==> config.mk <==
export PLATFORM = sky130hd
export DESIGN_NAME = pc_sequencer
export DESIGN_NICKNAME = d
export VERILOG_FILES = /design/src/rtl/pc_sequencer.sv
export SDC_FILE = /design/constraint.sdc
export NUM_CORES = 1
export LEC_CHECK = 0
export CAP_MARGIN = 10
export CORE_MARGIN = 2
export CORE_UTILIZATION = 45
export CTS_BUF_LIST = sky130_fd_sc_hd__clkbuf_8 sky130_fd_sc_hd__clkbuf_16
export DETAILED_ROUTE_END_ITERATION = 8
export PLACE_DENSITY = 0.87
export SLEW_MARGIN = 20
export SYNTH_ARGS = -nofsm -noshare
export SYNTH_HDL_FRONTEND = slang
export SYNTH_SLANG_ARGS = --single-unit
==> constraint.sdc <==
create_clock -name clk -period 4 [get_ports clk]
set_clock_uncertainty 0.2 [all_clocks]
set_input_delay 0.4 -clock clk [delete_from_list [all_inputs] [get_ports clk]]
set_output_delay 0.4 -clock clk [all_outputs]
set_load 0.01 [all_outputs]
==> src/rtl/pc_sequencer.sv <==
// Fetch-stage controller: merges branch redirects, load-use hazards and imem wait states
// into one PC command per cycle, generates pipeline flushes and keeps saturating perf counters.
module pc_sequencer #(
  parameter int BOOT_CYCLES = 4,
  parameter int SHADOW      = 2,
  parameter int CNT_W       = 16
) (
  input  logic             clk,
  input  logic             rst_n,
  input  logic             hazard_stall,
  input  logic             imem_ready,
  input  logic             br_resolved,
  input  logic             br_taken,
  input  logic [31:0]      br_offset,
  output logic             branch_taken,
  output logic             stall,
  output logic [31:0]      branch_pc_offset,
  output logic             if_id_flush,
  output logic             if_id_hold,
  output logic             id_ex_flush,
  output logic             fetch_valid,
  output logic [CNT_W-1:0] stall_cycles,
  output logic [CNT_W-1:0] redirect_count
);

  localparam int BW = $clog2(BOOT_CYCLES + 1);
  localparam int SW = $clog2(SHADOW + 1);

  localparam logic [1:0] ST_BOOT   = 2'd0;
  localparam logic [1:0] ST_RUN    = 2'd1;
  localparam logic [1:0] ST_STALL  = 2'd2;
  localparam logic [1:0] ST_SHADOW = 2'd3;

  logic [1:0]    state;
  logic [BW-1:0] boot_cnt;
  logic [SW-1:0] shadow_cnt;
  logic          redirect;
  logic          hold;

  assign hold = hazard_stall | ~imem_ready;

  // Command outputs are zero-latency; reset forces the PC to hold even before the first edge.
  always_comb begin
    redirect         = 1'b0;
    branch_taken     = 1'b0;
    stall            = 1'b0;
    branch_pc_offset = 32'd0;
    if_id_flush      = 1'b0;
    if_id_hold       = 1'b0;
    id_ex_flush      = 1'b0;
    fetch_valid      = 1'b0;
    if (!rst_n || state == ST_BOOT) begin
      stall = 1'b1;
    end else begin
      // Branches resolving in the shadow belong to the wrong path.
      redirect = br_resolved & br_taken & (state != ST_SHADOW);
      if (redirect) begin
        branch_taken     = 1'b1;
        branch_pc_offset = br_offset;
        if_id_flush      = 1'b1;
        id_ex_flush      = 1'b1;
      end else if (hold) begin
        stall       = 1'b1;
        if_id_hold  = 1'b1;
        id_ex_flush = 1'b1;
      end else begin
        fetch_valid = 1'b1;
      end
    end
  end

  always_ff @(posedge clk or negedge rst_n) begin
    if (!rst_n) begin
      state      <= ST_BOOT;
      boot_cnt   <= BW'(BOOT_CYCLES);
      shadow_cnt <= '0;
    end else begin
      case (state)
        ST_BOOT: begin
          if (boot_cnt == BW'(1)) state <= ST_RUN;
          else                    boot_cnt <= boot_cnt - BW'(1);
        end
        ST_RUN, ST_STALL: begin
          if (redirect) begin
            state      <= ST_SHADOW;
            shadow_cnt <= SW'(SHADOW);
          end else if (hold) begin
            state <= ST_STALL;
          end else begin
            state <= ST_RUN;
          end
        end
        default: begin
          // Shadow length counts only cycles that actually fetched.
          if (!hold) begin
            if (shadow_cnt == SW'(1)) state <= ST_RUN;
            else                      shadow_cnt <= shadow_cnt - SW'(1);
          end
        end
      endcase
    end
  end

  always_ff @(posedge clk or negedge rst_n) begin
    if (!rst_n) begin
      stall_cycles   <= '0;
      redirect_count <= '0;
    end else begin
      if (stall && state != ST_BOOT && stall_cycles != {CNT_W{1'b1}})
        stall_cycles <= stall_cycles + CNT_W'(1);
      if (branch_taken && redirect_count != {CNT_W{1'b1}})
        redirect_count <= redirect_count + CNT_W'(1);
    end
  end

endmodule
# Word level (Yosys, flattened, before mapping)
# Cells that the tools add are included.
# word_totals
register_bits,39
output_inout_bits,70
# classes
n_addsub,4
n_eq_ne,12
muxes,24
bitwise_logic,6
n_reduce_logical,12
# op_table
operator,n
2-to-1 mux 32 bit,2
"adder 16 x 1 -> 16 bit, second input constant",2
"!= test 16 bit, second input constant",2
2-to-1 mux 2 bit,8
2-to-1 mux 1 bit,12
one-hot mux 2 bit (2 select lines),2
"!= test 2 x 1 -> 1 bit, second input constant",3
"equality test 2 x 1 -> 1 bit, second input constant",2
"!= test 2 bit, second input constant",2
AND reduction 4 bit,1
"equality test 3 x 1 -> 1 bit, second input constant",1
logical AND 1 bit,3
"!= test 3 x 1 -> 1 bit, second input constant",1
inverter 1 bit,3
AND reduction 3 bit,1
nonzero test 3 bit,1
"subtractor 3 x 1 -> 3 bit, second input constant",1
bitwise AND 1 bit,2
"equality test 2 bit, second input constant",1
logical NOT 2 bit,1
AND reduction 2 bit,1
nonzero test 2 bit,1
OR reduction 2 bit,1
"subtractor 2 x 1 -> 2 bit, second input constant",1
other kinds (3),3

# Depth between registers and ports, before layout
# logic_depth
word_depth,7
depth_mapped,7
ltp_nobuf,6

# Worst setup path after synthesis
# No wires, ideal clock.
# synth_timing
path_kind,reg-to-reg
startpoint,register state[0]
endpoint,register redirect_count[1]
setup_ns,0.125
arrival_time_ns,1.735
required_time_ns,3.675
slack_ns,1.940
stages_incl_launch_ff,7
path_buffers,0
period_less_slack_ns,2.060
path_cell_list,dfrtp_1 -> inv_1 -> ha_1 -> nand2b_1 -> nor2_1 -> and2_4 -> mux2_4
# synth_via
elab_chain_len,5
# synth_rtl
element,line,text
"start, declared",34,logic [1:0] state;
"start signal, assigned",74,state <= ST_BOOT;
"start signal, assigned",80,if (boot_cnt == BW'(1)) state <= ST_RUN;
"start signal, assigned",85,state <= ST_SHADOW;
!= test 2 bit,56,redirect = br_resolved & br_taken & (state != ST_SHADOW);
bitwise AND 1 bit,56,
2-to-1 mux 1 bit,57,if (redirect) begin
2-to-1 mux 1 bit (*),52,if (!rst_n || state == ST_BOOT) begin
via branch_taken,15,"output logic branch_taken,"
logical AND 1 bit (*),111,if (branch_taken && redirect_count != {CNT_W{1'b1}})
"end signal, assigned",112,redirect_count <= redirect_count + CNT_W'(1);
"end, declared",23,output logic [CNT_W-1:0] redirect_count
# The timed path passes the listed nets; every way through them passes the cells marked *.
# A chain may end at the register's enable or synchronous reset.

# Final worst setup path
# layout_timing
startpoint,register state[0]
endpoint,output port branch_pc_offset[11]
# layout_via
elab_chain_len,4
# layout_rtl
element,line,text
!= test 2 bit,56,
bitwise AND 1 bit,56,
2-to-1 mux 32 bit,57,
2-to-1 mux 32 bit (*),52,
"end, declared",17,"output logic [31:0] branch_pc_offset,"
# Mark *: on every way between the ends. The rest lies on a longest branch, timed or not.

==> flow_metrics.py <==
metrics = {
    "critical_path": {
        "max_stage_delay_ns": 0.85,
        "crit_chain": "ha_1 -> and3b_1 -> and3_1 -> clkdlybuf4s50_1",
        "cp_max_fo": 35,
        "rrSetupSlack_ns": 1.56,
        "critPathSlowestCell": "and3b_1",
        "ff2ff_path_depth": 6,
        "r2r_start": "stall_cycles[0]$_DFFE_PN0P_",
        "cp-start-kind": "flop",
        "cp.arrival_ns": 2.58,
        "worstSetupPathType": "flop to primary output",
        "reg2reg_to": "stall_cycles[1]$_DFFE_PN0P_",
        "cp-end-kind": "primary output",
        "crit_required_ns": 3.40,
    },
    "cts": {
        "htreeDepth": 2,
        "cts_buffers": 5,
        "tritoncts": "done",
        "ctsResizeCount": 0,
        "postCtsSetupBuffers": 0,
        "ctsHoldBuffers": 1,
        "clk_pin_slew_worst_paths_ns": 0.07,
        "clk_path_buf_depth": 2,
        "root_buffer": "clkbuf_8",
        "clk_latency_ns": 0.29,
        "clock-sinks": 39,
    },
    "outcome": {
        "status": "finished, final reports clean",
    },
    "sta": {
        "period_share_pct": 79.6,
        "finalSetupViolCount": 0,
        "hold_violations": 0,
        "slew_viol_final": 0,
        "fmax_ghz": 0.314,
        "fin_setup_tns_ns": 0,
        "tightest_slew_ns": 0.951,
        "rsz0062_at_grt": "no",
        "slew_headroom_pct": 36.6,
        "fin_crit_ns": 3.18,
    },
    "synth": {
        "synth_edf_count": 0,
        "synth_area_mm2": 0.00231,
        "synth_seq_cells": 39,
        "async_flop_share_pct": 100,
        "syn_avg_cell_area_um2": 9.57,
        "synth_warnings": 0,
        "synth_cell_type_count": 44,
        "synth_ff_type": "dfrtp_1",
        "yosysSeqAreaShare_pct": 42.4,
        "synth.net_count": 287,
        "syn_inst": 241,
    },
    "die": {
        "die_area_mm2": 0.00572,
        "core_mm2": 0.00504,
        "die_h_um": 75.6,
        "start_util_pct": 45.8,
        "ios": 108,
        "rows": 26,
        "die_x_um": 75.6,
    },
    "power_and_ir_drop": {
        "sw_frac_of_total_pct": 36.7,
        "power.leakage_nw": 1.57,
        "clockPowerShare_pct": 16.9,
        "power.internal_w": 0.00102,
        "power_frac_seq_pct": 38.8,
        "vdd.ir_drop.worst_uv": 434,
        "power.switching_w": 0.000593,
        "share_comb_of_total_power_pct": 44.3,
        "powerDensity_mw_per_mm2": 457,
    },
    "grt": {
        "first_global_vias": 2017,
        "use_met3_pct": 4.37,
        "overflow": 0,
        "grt_util_met1_pct": 29.1,
        "gr-usage-all-layers_pct": 22.4,
        "use_met2_pct": 38.2,
        "grt_pass1_wl_um": 9830,
        "grt-busiest-layer": "met2",
        "antenna_found_initial": 0,
        "grt_max_degree": 37,
    },
    "min_path": {
        "hold_depth": 2,
        "min-delay-start": "boot_cnt[1]$_DFFE_PN0P_",
        "worst_hold_path.endpoint": "boot_cnt[1]$_DFFE_PN0P_",
        "hp-class": "flop to flop",
    },
    "drt": {
        "firstDrtPassIters": 4,
        "detail_route.wl_per_cell_um": 14.8,
        "drc": 0,
        "routed_wl_um": 6200,
        "via_count": 2214,
        "drtIter0Drc": 96,
        "ant_nets": 0,
        "viasPerCell": 5.27,
    },
    "layout": {
        "antenna_cells": 0,
        "area_growth_pct": 53.3,
        "fillers": 413,
        "multi_input_area_mm2": 0.00124,
        "drive_above_1_share_pct": 7.14,
        "nNetsFinal": 395,
        "seq_area_um2": 977,
        "final_util_pct": 70.1,
    },
    "place": {
        "port-buffer-count": 107,
        "gp_congestion": 0.896,
        "dp_hpwl_um": 4700,
    },
    "run": {
        "maxCapViolCount": 0,
    },
}
-- cell families after synthesis --
| kind of cell | Yosys count | share of synthesized area [%] |
|---|---|---|
| compound gates | 16 | 4.23 |
| buf+inv | 20 | 3.85 |
| flops | 39 | 42.4 |
| fa+ha+maj | 8 | 4.34 |
| simple gates | 126 | 32.2 |
| xor+xnor | 25 | 9.49 |
| mux | 7 | 3.52 |
-- layout make-up --
class,count,share of cell area [%]
Clock buffer,6,2.33
Clock inverter,2,0.248
Inverter,9,0.955
Multi-Input combinational cell,182,35.1
Sequential cell,39,27.6
Tap cell,70,2.48
Timing Repair Buffer,112,31.3
-- power by group through the flow --
stage,logic [W],registers (W),clock network (W)
detailed placement,0.000715,0.000631,0
finish,0.000716,0.000627,0.000272
global route,0.000790,0.000644,0.000295
CTS,0.000722,0.000624,0.000278
floorplan,0.000373,0.000639,0
global placement,0.000695,0.000626,0
-- critical path, delay by kind of cell, from the launching register on --
family / cells / cell delay, ns
adders and majority gates: 1 / 0.22
buffers and inverters: 1 / 0.56
DFF: 1 / 0.39
and+or+nand+nor: 2 / 1.12
-- cells in the mapped netlist, types with 2 or more instances --
cell type | number | share of area, %
clkbuf_1 | 7 | 1.1
and3_1 | 34 | 9.2
nor3_1 | 9 | 2.0
nand2_1 | 13 | 2.1
dfrtp_1 | 38 | 41
mux2_2 | 5 | 2.4
nor4_2 | 2 | 1.1
nor3b_1 | 2 | 0.65
nand4_1 | 8 | 2.2
xnor2_1 | 8 | 3.0
nand3_1 | 19 | 4.1
a21oi_1 | 4 | 0.87
or3_1 | 2 | 0.54
and4_1 | 2 | 0.76
and2_1 | 2 | 0.54
ha_1 | 8 | 4.3
inv_1 | 9 | 1.5
nor4_1 | 6 | 1.6
buf_2 | 2 | 0.43
o21ai_0 | 6 | 1.3
nor2_1 | 11 | 1.8
nor4b_1 | 3 | 1.1
xor2_1 | 17 | 6.5
nand2b_1 | 4 | 1.1
-- worst max-delay path by stage --
stage	end	from	depth (start not counted)	slack, ns
floorplan	redirect_count[1]$_DFFE_PN0P_	state[0]$_DFFE_PN0P_	6	1.94
global placement	branch_pc_offset[21]	br_resolved	4	0.95
detailed placement	branch_pc_offset[21]	br_taken	4	0.92
CTS	branch_pc_offset[21]	state[0]$_DFFE_PN0P_	4	0.85
global route	branch_pc_offset[21]	state[0]$_DFFE_PN0P_	4	0.72
finish	branch_pc_offset[11]	state[0]$_DFFE_PN0P_	4	0.82
-- stage by stage --
step                      total power [W]  setup slack, ns  std cells  cell area, µm²  hold WS, ns
after floorplan                   0.00101             1.94        241            2310      -0.0956
after global placement            0.00132            0.954        411            3440       0.0251
after detailed placement          0.00135            0.922        411            3440       0.0304
after CTS                         0.00162            0.848        420            3540        0.286
after global routing              0.00173            0.717        420            3540        0.307
final                             0.00162            0.816        420            3540        0.287
-- cells in the final DEF (no fill, tap or decap), types with 2 or more instances in the layout --
cell type          n
a21oi_1            4
and2_1             2
and3_1            34
and4_1             2
buf_4              4
clkbuf_8           6
clkdlybuf4s50_1  106
dfrtp_1           38
ha_1               8
inv_1             10
mux2_2             5
nand2_1           13
nand2b_1           4
nand3_1           19
nand4_1            8
nor2_1            11
nor3_1             9
nor3b_1            2
nor4_1             6
nor4_2             2
nor4b_1            3
o21ai_0            6
or3_1              2
xnor2_1            8
xor2_1            17
-- per-layer routing --
layer,up-vias,wire [µm]
met5,-,0
met4,0,82
met3,12,222
met2,55,3150
met1,1063,2750
li1,1084,-
-- sequential cells by signal (all words and copies together), names as in the netlist --
register,cells
redirect_count,16
stall_cycles,16
boot_cnt,3
shadow_cnt,2
state,2
No activity file was read; power rests on OpenSTA's default activity.
